File: src/rtl/dvp_tx_pkg.sv
// Shared types and constants for the DVP pattern transmitter.
// Holds FSM states, pattern encodings, colour-bar palette and line timing.
package dvp_tx_pkg;

    typedef enum logic [2:0] {
        IDLE,
        VSYNC,
        VBACK,
        ACTIVE,
        VFRONT
    } state_t;

    typedef enum logic [1:0] {
        PAT_SOLID,
        PAT_BARS,
        PAT_GRAD,
        PAT_CHECK
    } pat_t;

    localparam logic [15:0] BAR_WHITE   = 16'hFFFF;
    localparam logic [15:0] BAR_YELLOW  = 16'hFFE0;
    localparam logic [15:0] BAR_CYAN    = 16'h07FF;
    localparam logic [15:0] BAR_GREEN   = 16'h07E0;
    localparam logic [15:0] BAR_MAGENTA = 16'hF81F;
    localparam logic [15:0] BAR_RED     = 16'hF800;
    localparam logic [15:0] BAR_BLUE    = 16'h001F;
    localparam logic [15:0] BAR_BLACK   = 16'h0000;

    // Position of the byte about to be driven on the bus.
    typedef struct packed {
        logic       href;
        logic       ph;
        logic [9:0] x;
        logic [9:0] y;
    } pix_pos_t;

    function automatic int line_t(int h_active, int h_blank);
        return 2 * h_active + h_blank;
    endfunction

    function automatic logic [15:0] bar_color(logic [2:0] idx);
        logic [15:0] c;
        unique case (idx)
            3'd0: c = BAR_WHITE;
            3'd1: c = BAR_YELLOW;
            3'd2: c = BAR_CYAN;
            3'd3: c = BAR_GREEN;
            3'd4: c = BAR_MAGENTA;
            3'd5: c = BAR_RED;
            3'd6: c = BAR_BLUE;
            default: c = BAR_BLACK;
        endcase
        return c;
    endfunction

endpackage

File: src/rtl/dvp_tx_if.sv
// Camera-side parallel pixel bus (OV7670 DVP).
// master drives the bus, slave is the capture end.
interface dvp_tx_if;
    logic       cmos_pclk;
    logic       cmos_vsync;
    logic       cmos_href;
    logic [7:0] cmos_db;

    modport master (
        output cmos_pclk,
        output cmos_vsync,
        output cmos_href,
        output cmos_db
    );

    modport slave (
        input cmos_pclk,
        input cmos_vsync,
        input cmos_href,
        input cmos_db
    );
endinterface

File: src/rtl/dvp_tx_timing.sv
// Pclk divider, tick/line counters and frame state machine.
// Everything advances in the clk cycle where pclk falls.
module dvp_tx_timing
    import dvp_tx_pkg::*;
#(
    parameter int H_ACTIVE    = 640,
    parameter int V_ACTIVE    = 480,
    parameter int H_BLANK     = 144,
    parameter int VSYNC_LINES = 3,
    parameter int V_BACK      = 17,
    parameter int V_FRONT     = 10,
    parameter int PCLK_DIV    = 2
) (
    input  logic     clk,
    input  logic     rst_n,
    input  logic     enable_i,
    output logic     pclk_o,
    output logic     vsync_o,
    output logic     href_o,
    output logic     busy_o,
    output logic     fall_o,
    output logic     start_o,
    output logic     done_o,
    output pix_pos_t nxt_o
);

    localparam int LINE_T = line_t(H_ACTIVE, H_BLANK);
    localparam int HALF   = PCLK_DIV / 2;

    logic [7:0]  div_q;
    logic        pclk_q;
    logic        tog;
    logic        fall;
    state_t      st_q, st_d, st_nx;
    logic [15:0] h_q, h_d;
    logic [15:0] l_q, l_d;
    logic [15:0] nlines;
    logic        vs_q, hr_q, busy_q;
    logic        start, done;
    pix_pos_t    nxt;

    assign tog  = (div_q == 8'(HALF - 1));
    assign fall = tog && pclk_q;

    always_comb begin
        nlines = 16'(V_FRONT);
        st_nx  = IDLE;
        case (st_q)
            VSYNC: begin
                nlines = 16'(VSYNC_LINES);
                st_nx  = VBACK;
            end
            VBACK: begin
                nlines = 16'(V_BACK);
                st_nx  = ACTIVE;
            end
            ACTIVE: begin
                nlines = 16'(V_ACTIVE);
                st_nx  = VFRONT;
            end
            default: ;
        endcase
    end

    always_comb begin
        st_d  = st_q;
        h_d   = h_q;
        l_d   = l_q;
        start = 1'b0;
        done  = 1'b0;
        if (fall) begin
            if (st_q == IDLE) begin
                if (enable_i) begin
                    st_d  = VSYNC;
                    h_d   = '0;
                    l_d   = '0;
                    start = 1'b1;
                end
            end else begin
                h_d = h_q + 16'd1;
                if (h_q == 16'(LINE_T - 1)) begin
                    h_d = '0;
                    l_d = l_q + 16'd1;
                    if (l_q == nlines - 16'd1) begin
                        l_d  = '0;
                        st_d = st_nx;
                        // Frame end re-checks enable so frames abut.
                        if (st_q == VFRONT) begin
                            done  = 1'b1;
                            start = enable_i;
                            st_d  = enable_i ? VSYNC : IDLE;
                        end
                    end
                end
            end
        end
    end

    always_comb begin
        nxt.href = (st_d == ACTIVE) && (h_d < 16'(2 * H_ACTIVE));
        nxt.ph   = h_d[0];
        nxt.x    = h_d[10:1];
        nxt.y    = l_d[9:0];
    end

    always_ff @(posedge clk or negedge rst_n) begin
        if (!rst_n) begin
            div_q  <= '0;
            pclk_q <= 1'b0;
            st_q   <= IDLE;
            h_q    <= '0;
            l_q    <= '0;
            vs_q   <= 1'b0;
            hr_q   <= 1'b0;
            busy_q <= 1'b0;
        end else begin
            div_q <= tog ? 8'd0 : div_q + 8'd1;
            if (tog) begin
                pclk_q <= ~pclk_q;
            end
            st_q   <= st_d;
            h_q    <= h_d;
            l_q    <= l_d;
            vs_q   <= (st_d == VSYNC);
            hr_q   <= nxt.href;
            busy_q <= (st_d != IDLE);
        end
    end

    assign pclk_o  = pclk_q;
    assign vsync_o = vs_q;
    assign href_o  = hr_q;
    assign busy_o  = busy_q;
    assign fall_o  = fall;
    assign start_o = start;
    assign done_o  = done;
    assign nxt_o   = nxt;

endmodule

File: src/rtl/dvp_pattern_tx.sv
// OV7670-style DVP test-pattern source, RGB565 high byte first.
// Define DVP_TX_PCLK_GATE_EN to stop pclk outside active-pixel ticks.
module dvp_pattern_tx
    import dvp_tx_pkg::*;
#(
    parameter int H_ACTIVE    = 640,
    parameter int V_ACTIVE    = 480,
    parameter int H_BLANK     = 144,
    parameter int VSYNC_LINES = 3,
    parameter int V_BACK      = 17,
    parameter int V_FRONT     = 10,
    parameter int PCLK_DIV    = 2
) (
    input  logic        clk,
    input  logic        rst_n,
    input  logic        enable,
    input  logic [1:0]  pattern_sel,
    input  logic [15:0] solid_color,
    dvp_tx_if.master    dvp,
    output logic        busy,
    output logic        frame_done,
    output logic [15:0] frame_cnt
);

    localparam int BAR_W = H_ACTIVE / 8;

    logic        pclk, vsync, href, fall, start, done;
    pix_pos_t    nxt;
    pat_t        pat_q;
    logic [15:0] solid_q;
    logic [2:0]  bar_q, bar_d;
    logic [9:0]  bw_q, bw_d;
    logic [7:0]  db_q, db_d;
    logic        fdone_q;
    logic [15:0] fcnt_q;
    logic [15:0] pix;

    dvp_tx_timing #(
        .H_ACTIVE   (H_ACTIVE),
        .V_ACTIVE   (V_ACTIVE),
        .H_BLANK    (H_BLANK),
        .VSYNC_LINES(VSYNC_LINES),
        .V_BACK     (V_BACK),
        .V_FRONT    (V_FRONT),
        .PCLK_DIV   (PCLK_DIV)
    ) u_timing (
        .clk     (clk),
        .rst_n   (rst_n),
        .enable_i(enable),
        .pclk_o  (pclk),
        .vsync_o (vsync),
        .href_o  (href),
        .busy_o  (busy),
        .fall_o  (fall),
        .start_o (start),
        .done_o  (done),
        .nxt_o   (nxt)
    );

    // Bar index counts pixel widths and sticks at the last bar.
    always_comb begin
        bar_d = bar_q;
        bw_d  = bw_q;
        if (fall) begin
            if (!nxt.href || !href) begin
                bar_d = '0;
                bw_d  = '0;
            end else if (!nxt.ph) begin
                if (bw_q == 10'(BAR_W - 1)) begin
                    bw_d = '0;
                    if (bar_q != 3'd7) begin
                        bar_d = bar_q + 3'd1;
                    end
                end else begin
                    bw_d = bw_q + 10'd1;
                end
            end
        end
    end

    always_comb begin
        unique case (pat_q)
            PAT_SOLID: pix = solid_q;
            PAT_BARS:  pix = bar_color(bar_d);
            PAT_GRAD:  pix = {nxt.x[9:5], nxt.x[9:4], nxt.x[9:5]};
            PAT_CHECK: pix = (nxt.x[5] ^ nxt.y[5]) ? 16'hFFFF : 16'h0000;
            default:   pix = 16'h0000;
        endcase
        db_d = nxt.href ? (nxt.ph ? pix[7:0] : pix[15:8]) : 8'h00;
    end

    always_ff @(posedge clk or negedge rst_n) begin
        if (!rst_n) begin
            pat_q   <= PAT_SOLID;
            solid_q <= '0;
            bar_q   <= '0;
            bw_q    <= '0;
            db_q    <= '0;
            fdone_q <= 1'b0;
            fcnt_q  <= '0;
        end else begin
            if (start) begin
                pat_q   <= pat_t'(pattern_sel);
                solid_q <= solid_color;
            end
            bar_q   <= bar_d;
            bw_q    <= bw_d;
            if (fall) begin
                db_q <= db_d;
            end
            fdone_q <= done;
            if (done) begin
                fcnt_q <= fcnt_q + 16'd1;
            end
        end
    end

`ifdef DVP_TX_PCLK_GATE_EN
    assign dvp.cmos_pclk = pclk & href;
`else
    assign dvp.cmos_pclk = pclk;
`endif
    assign dvp.cmos_vsync = vsync;
    assign dvp.cmos_href  = href;
    assign dvp.cmos_db    = db_q;
    assign frame_done     = fdone_q;
    assign frame_cnt      = fcnt_q;

endmodule
File: src/flat_wrapper.sv
// flat-port wrapper written by rule: the top's interface ports become plain ports
module dvp_pattern_tx_flat import dvp_tx_pkg::*;
#(
    parameter int H_ACTIVE    = 640,
    parameter int V_ACTIVE    = 480,
    parameter int H_BLANK     = 144,
    parameter int VSYNC_LINES = 3,
    parameter int V_BACK      = 17,
    parameter int V_FRONT     = 10,
    parameter int PCLK_DIV    = 2
)
  (clk, rst_n, enable, pattern_sel, solid_color, busy, frame_done, frame_cnt, dvp_cmos_pclk, dvp_cmos_vsync, dvp_cmos_href, dvp_cmos_db);
  dvp_tx_if dvp_i ();
  input  logic clk;
  input  logic rst_n;
  input  logic enable;
  input  logic [1:0] pattern_sel;
  input  logic [15:0] solid_color;
  output logic busy;
  output logic frame_done;
  output logic [15:0] frame_cnt;
  output wire logic [$bits(dvp_i.cmos_pclk)-1:0] dvp_cmos_pclk;
  output wire logic [$bits(dvp_i.cmos_vsync)-1:0] dvp_cmos_vsync;
  output wire logic [$bits(dvp_i.cmos_href)-1:0] dvp_cmos_href;
  output wire logic [$bits(dvp_i.cmos_db)-1:0] dvp_cmos_db;
  assign dvp_cmos_pclk = dvp_i.cmos_pclk;
  assign dvp_cmos_vsync = dvp_i.cmos_vsync;
  assign dvp_cmos_href = dvp_i.cmos_href;
  assign dvp_cmos_db = dvp_i.cmos_db;
  dvp_pattern_tx #(.H_ACTIVE(H_ACTIVE), .V_ACTIVE(V_ACTIVE), .H_BLANK(H_BLANK), .VSYNC_LINES(VSYNC_LINES), .V_BACK(V_BACK), .V_FRONT(V_FRONT), .PCLK_DIV(PCLK_DIV)) u_core (.clk(clk), .rst_n(rst_n), .enable(enable), .pattern_sel(pattern_sel), .solid_color(solid_color), .dvp(dvp_i), .busy(busy), .frame_done(frame_done), .frame_cnt(frame_cnt));
endmodule
File: config.mk
export PLATFORM = sky130hd
export DESIGN_NAME = dvp_pattern_tx_flat
export DESIGN_NICKNAME = d
export VERILOG_FILES = /design/src/rtl/dvp_tx_pkg.sv /design/src/rtl/dvp_tx_if.sv /design/src/rtl/dvp_tx_timing.sv /design/src/rtl/dvp_pattern_tx.sv /design/src/flat_wrapper.sv
export SDC_FILE = /design/constraint.sdc
export NUM_CORES = 1
export LEC_CHECK = 0
export CORE_UTILIZATION = 30
export DETAILED_ROUTE_END_ITERATION = 12
export PLACE_DENSITY = 0.54
export SYNTH_ARGS = -nofsm -noshare
export SYNTH_HDL_FRONTEND = slang
export SYNTH_SLANG_ARGS = --single-unit
File: constraint.sdc
create_clock -name clk -period 4.1 [get_ports clk]
set_clock_uncertainty 0.1 [all_clocks]
set_input_delay 1.025 -clock clk [delete_from_list [all_inputs] [get_ports clk]]
set_output_delay 1.025 -clock clk [all_outputs]
set_load 0.02 [all_outputs]
; Yosys cells after proc, flatten, opt, wreduce, memory -nomap -nowiden
; Index checks and enable logic that the tools add are counted.
; W data, S select, Z words.
[classes]
add_sub_neg = 7
n_lt_le_gt_ge = 1
eq_ne = 21
mux = 43
bitwise_logic = 2
n_reduce_logical = 13
[op_table]
columns = op, count
row1 = $mux W16, 9
row2 = $pmux W16 S7, 1
row3 = $pmux W16 S4, 1
row4 = $add A16 B1 Y16 const B, 3
row5 = $mux W3, 11
row6 = $mux W10, 3
row7 = $pmux W9 S3, 1
row8 = $mux W8, 3
row9 = $eq A16 B11 Y1 const B, 1
row10 = $eq A16 B16 Y1, 1
row11 = $lt A16 B11 Y1 const B, 1
row12 = $sub A16 B1 Y16 const B, 1
row13 = $eq A3 B2 Y1 const B, 5
row14 = $eq A3 B3 Y1 const B, 4
row15 = $mux W1, 12
row16 = $add A10 B1 Y10 const B, 1
row17 = $eq A10 B7 Y1 const B, 1
row18 = $eq A3 B1 Y1 const B, 3
row19 = $pmux W3 S3, 1
row20 = $add A8 B1 Y8 const B, 1
row21 = $logic_not A8 Y1, 1
row22 = $logic_not A3 Y1, 2
row23 = $mux W6, 1
row24 = $eq A2 B2 Y1 const B, 2
row25 = 15 further kinds, 17
[word_totals]
reg_bits = 103
input_bits = 21
output_inout_bits = 29
elab_cells = 103

; Depth between registers and ports, before layout
[logic_depth]
word_depth = 19
mapped_depth = 16
depth_no_buf = 13

; Cells and area by module
; From an unflattened synthesis, not the netlist that was laid out.
[hier_totals]
cells_unflattened = 598
hier_area_um2 = 5771.8
[modules_own_cells]
columns = mod, n_inst, cells_each, area_per_inst_um2, seq_area_each_um2
row1 = dvp_tx_timing, 1, 326, 2939.1, 1176.1
row2 = dvp_pattern_tx, 1, 272, 2832.7, 1401.3

; Worst setup path after synthesis
; No wires, ideal clock.
[synth_path]
path_type = reg2reg
from = register u_core.u_timing.st_q[0]
to = register u_core.db_q[1] (netlist: u_core.dvp.cmos_db[1])
setup_ns = 0.126
arrival_ns = 3.433
required_time_ns = 3.874
setup_slack_ns = 0.440
stages_incl_launch_ff = 16
path_buffers = 2
period_less_slack_ns = 3.660
path_cell_list = dfrtp_1 -> buf_1 -> xor2_1 -> nand2b_1 -> ha_1 -> or2_2 -> a211oi_1 -> o2111ai_1 -> nor4_4 -> mux2i_1 -> and4_4 -> buf_6 -> a31oi_4 -> o21a_4 -> o31ai_1 -> o21ai_1
[synth_between]
elab_chain_cells = 19
elab_cells_between_ends = 42
cone_classes = add/sub (1) / order compare (1) / eq/ne (12) / mux (22) / bitwise (1) / reduce/logical (5)
[synth_lines]
columns = item, line_no
row1 = "start, declared", dvp_tx_timing.sv:34  ; state_t st_q, st_d, st_nx;
row2 = "start signal, assigned", dvp_tx_timing.sv:121  ; st_q <= st_d;
row3 = $eq A3 B2 Y1 / $eq A3 B1 Y1 (equally long branches), dvp_tx_timing.sv:48  ; case (st_q)
row4 = $pmux W9 S3, dvp_tx_timing.sv:48
row5 = $sub A16 B1 Y16, dvp_tx_timing.sv:84  ; if (l_q == nlines - 16'd1) begin
row6 = $eq A16 B16 Y1, dvp_tx_timing.sv:84
row7 = $mux W3, dvp_tx_timing.sv:84
row8 = $mux W3, dvp_tx_timing.sv:81  ; if (h_q == 16'(LINE_T - 1)) begin
row9 = $mux W3 *, dvp_tx_timing.sv:72  ; if (st_q == IDLE) begin
row10 = $mux W3 *, dvp_tx_timing.sv:71  ; if (fall) begin
row11 = named net u_core.u_timing.st_d[1], dvp_tx_timing.sv:34
row12 = (+3 left out), n/a
row13 = $logic_or A1 B1 Y1, dvp_pattern_tx.sv:65  ; if (!nxt.href || !href) begin
row14 = $mux W3, dvp_pattern_tx.sv:65
row15 = $mux W3, dvp_pattern_tx.sv:64  ; if (fall) begin
row16 = "$eq A3 B3 Y1, or another cell as far along", dvp_tx_pkg.sv:43  ; unique case (idx)
row17 = $pmux W16 S7, dvp_tx_pkg.sv:43
row18 = $pmux W16 S4, dvp_pattern_tx.sv:82  ; unique case (pat_q)
row19 = $mux W8, dvp_pattern_tx.sv:89  ; db_d = nxt.href ? (nxt.ph ? pix[7:0] : pix[15:8]) : 8'h00;
row20 = $mux W8 *, dvp_pattern_tx.sv:89
row21 = "end signal, assigned", dvp_pattern_tx.sv:98  ; db_q <= '0;
row22 = "end signal, assigned", dvp_pattern_tx.sv:109  ; db_q <= db_d;
row23 = "end, declared", dvp_pattern_tx.sv:33  ; logic [7:0] db_q, db_d;
; Mark *: on every way through the listed nets, which the timed path passes. The rest lies on a longest branch. The select of a mux whose other input is x is not followed.
; A chain may end at the register's enable or synchronous reset.

; Worst setup path in the final report
[layout_path]
from = register u_core.u_timing.st_q[1]
to = register u_core.db_q[7] (netlist: u_core.dvp.cmos_db[7])
[layout_between]
elab_chain_cells = 19
elab_cells_between_ends = 42
cone_classes = add/sub (1) / order compare (1) / eq/ne (12) / mux (22) / bitwise (1) / reduce/logical (5)
[layout_lines]
columns = item, line_no
row1 = $eq A3 B2 Y1 / $eq A3 B1 Y1 (equally long branches), dvp_tx_timing.sv:48
row2 = $pmux W9 S3, dvp_tx_timing.sv:48
row3 = $sub A16 B1 Y16, dvp_tx_timing.sv:84
row4 = $eq A16 B16 Y1, dvp_tx_timing.sv:84
row5 = $mux W3, dvp_tx_timing.sv:84
row6 = $mux W3, dvp_tx_timing.sv:81
row7 = $mux W3, dvp_tx_timing.sv:72
row8 = $mux W3, dvp_tx_timing.sv:71
row9 = (+3 left out), n/a
row10 = $logic_or A1 B1 Y1, dvp_pattern_tx.sv:65
row11 = $mux W3, dvp_pattern_tx.sv:65
row12 = $mux W3, dvp_pattern_tx.sv:64
row13 = "$eq A3 B3 Y1, or another cell as far along", dvp_tx_pkg.sv:43
row14 = $pmux W16 S7, dvp_tx_pkg.sv:43
row15 = $pmux W16 S4, dvp_pattern_tx.sv:82
row16 = $mux W8, dvp_pattern_tx.sv:89
row17 = $mux W8 *, dvp_pattern_tx.sv:89
; Mark *: on every way between the ends. The rest lies on a longest branch, timed or not. The select of a mux whose other input is x is not followed.

==> results.cfg <==
[outcome]
status = finished clean

[critical_path]
start_kind = flip-flop
path_class = flip-flop to flip-flop
crit_required_ns = 4.23
cp.arrival_ns = 3.84
worst_setup_path_end_kind = flip-flop
ff2ff_path_depth = 13
path_max_fanout = 6

[routing]
dr.first_iter.drc_count = 344
vias = 4919
wl_per_cell_um = 15.57
detail-route-antenna-nets = 0
drc = 0
first_pass_iters = 5
wl_mm = 14.41
vias_per_cell = 5.312

[synth]
synth_top_family_by_area = simple AND/OR/NAND/NOR gates
yosysUniqueCellTypes = 73
yosys.area_share.xor_xnor_pct = 5.748
avgSynthCellArea_sq_um = 9.050
synth_fa_ha_area_share_pct = 1.775
yosys_register_bits = 103
yosysSeqAreaShare_pct = 45.72
synth-simple-area-share_pct = 28.03
synth_ff_type = dfrtp_1
synth_compound_area_share_pct = 13.96
yosysWarnings = 0
synth_edf_count = 0
async_reset_ff_share_pct = 100.0
synthCells = 623
synth.net_count = 652
synthMuxAreaShare_pct = 1.931
syn-cell-area_sq_um = 5638

[worst_hold_path]
min_path_type = flip-flop to flip-flop
whs_path_depth = 2

[placement]
gp_congestion = 0.9065
hpwl_mm = 10.73
portBuffers = 49

[clock_tree]
cts_setup_buffers = 0
clock_sinks = 103
cts_tree = yes
clk-insertion-delay-late_ns = 0.35
cts-resized-gates = 0
cts.reportedPaths.clkPinSlew_ns = 0.07
cts_htree_levels = 3
ctsHoldBuffers = 0
clock_path_buffers = 2
numCtsBuffers = 9
clk_root_buffer_cell = clkbuf_16

[global_route]
grt_pass1_vias = 4913
grt_max_degree = 86
grt_usage_pct = 15.94
antenna_found_initial = 0
grt_pass1_wl_mm = 24.91
grt_overflow = 0

[sta]
rsz0062_at_grt = no
relSlewSlack_pct = 26.88
setup_tns_ns = 0
fin_hold_ws_ns = 0.3591
setup_viol = 0
slew_violations = 0
min_period_ns = 3.712
worstMarginPinSlew_ns = 1.097
hold_viol_final = 0
post-route-period-util_pct = 90.54
max_freq_ghz = 0.2694

[power_and_ir_drop]
leakagePower_uw = 0.003056
vdd_drop_max_v = 0.0001633
p_per_area_nw_per_um2 = 283.7

[flow_run]
max_cap_violations = 0

[die]
die_w_um = 139.1
start_util_pct = 30.96
dieArea_sq_um = 19340
core_sq_um = 18210
ioPinCount = 50
die_height_um = 139.1
rows = 49

[cells_and_area]
area_growth_pct = 21.46
fin_util_pct = 37.61
antennaDiodeCount = 0
layout_common_cells = nand2_1 (115), dfrtp_1 (103), nor2_1 (53)
drive_gt1_share_pct = 11.05
fin_nets = 721
multiInputGateArea_sq_um = 2900
final_common_cell = nand2_1
fillers = 1784
seq_area_sq_um = 2577
[sequential cells by signal (all words and copies together) (netlist names)]
| register | count |
|---|---|
| u_core.u_timing.st_q | 3 |
| u_core.frame_done | 1 |
| u_core.solid_q | 16 |
| u_core.bw_q | 10 |
| u_core.u_timing.l_q | 16 |
| u_core.dvp.cmos_db | 8 |
| u_core.u_timing.href_o | 1 |
| u_core.u_timing.pclk_o | 1 |
| u_core.frame_cnt | 16 |
| u_core.u_timing.div_q | 8 |
| u_core.bar_q | 3 |
| u_core.u_timing.vsync_o | 1 |
| u_core.u_timing.busy_o | 1 |
| u_core.pat_q | 2 |
| u_core.u_timing.h_q | 16 |
[final timing paths]
check / slack (ns) / to / startpoint
worst max register to register: 0.39 / u_core.dvp.cmos_db[7] / u_core.u_timing.st_q[1]
worst min-delay path: 0.36 / u_core.solid_q[15] / u_core.solid_q[15]
min in group asynchronous: 0.76 / u_core.solid_q[13] / rst_n
worst min register to register: 0.36 / u_core.solid_q[15] / u_core.solid_q[15]
worst max-delay path: 0.39 / u_core.dvp.cmos_db[7] / u_core.u_timing.st_q[1]
max in group asynchronous: 2.34 / u_core.solid_q[6] / rst_n
[worst max-delay path: stages, from the launching register on]
cell,delay (ns)
dfrtp_1,0.45
xor2_1,0.17
nand2b_1,0.10
ha_1,0.23
or2_2,0.30
and3b_1,0.18
o2111ai_1,0.40
nor3_1,0.19
o41a_1,0.48
xnor2_1,0.16
a21oi_1,0.35
nor2_1,0.15
o221ai_1,0.22
nand3_1,0.11
[layer usage]
metal | routed length, um | vias to the layer above | GRT usage (%)
met2 | 6836 | 132 | 26.29
met4 | 250 | 0 | 5.088
met1 | 6685 | 2391 | 20.80
met5 | 0 | - | 0
met3 | 641 | 21 | 3.384
li1 | - | 2375 | -
[cells by family (layout without fill, tap and decap cells)]
logic type | count (synthesis) | in the layout
flops | 103 | 103
buf+inv | 36 | 110
mux | 10 | 10
fa+ha+maj | 8 | 8
compound gates | 116 | 116
simple gates | 313 | 313
xor+xnor | 37 | 37
[power breakdown]
part / switching (uW) / leakage, uW / internal (uW)
registers: 0 / 0.00133 / 1020
clock network: 377 / 0.000153 / 509
logic: 23.4 / 0.00157 / 18.0
[cells in the mapped netlist (all sizes together), types with 3 or more instances]
master,instances,area share [%]
ha,8,1.8
mux2i,3,0.53
a21oi,14,1.2
and3,16,1.9
and4,5,0.82
buf,8,0.89
inv,15,1.1
or4b,3,0.60
dfrtp,103,46
nand4,12,1.3
o221ai,6,0.93
a31oi,7,1.2
a21o,4,0.55
o31ai,10,1.3
mux2,7,1.4
o2111ai,3,0.47
and3b,3,0.47
o21a,3,0.67
and2,3,0.33
a22o,3,0.49
nor2b,4,0.44
clkbuf,13,0.87
nand3,33,3.0
nor2,57,4.1
nor4b,3,0.47
or3,7,0.78
or4,5,0.73
xnor2,19,3.0
nand2,115,7.7
xor2,18,2.8
o21ai,48,4.3
nor3,20,1.8
nand2b,4,0.44
nor4,17,2.4
[stage by stage]
stage | std cells | cell area [sq um] | worst slack [ns] | total power (uW)
finish | 926 | 6848 | 0.3879 | 1943
global route | 926 | 6848 | 0.03301 | 2019
CTS | 926 | 6848 | 0.3392 | 1977
detailed placement | 910 | 6539 | 0.1193 | 1079
global placement | 910 | 6539 | 0.1466 | 1078
floorplan | 623 | 5638 | 0.4404 | 1037
[layout make-up]
class / count / area share, %
Multi-Input combinational cell: 484 / 42.35
Sequential cell: 103 / 37.64
Timing Repair Buffer: 79 / 10.41
Tap cell: 229 / 4.184
Clock buffer: 12 / 3.746
Inverter: 15 / 0.8953
Clock inverter: 4 / 0.7674
Note: power is estimated with default switching activity, not from simulation.
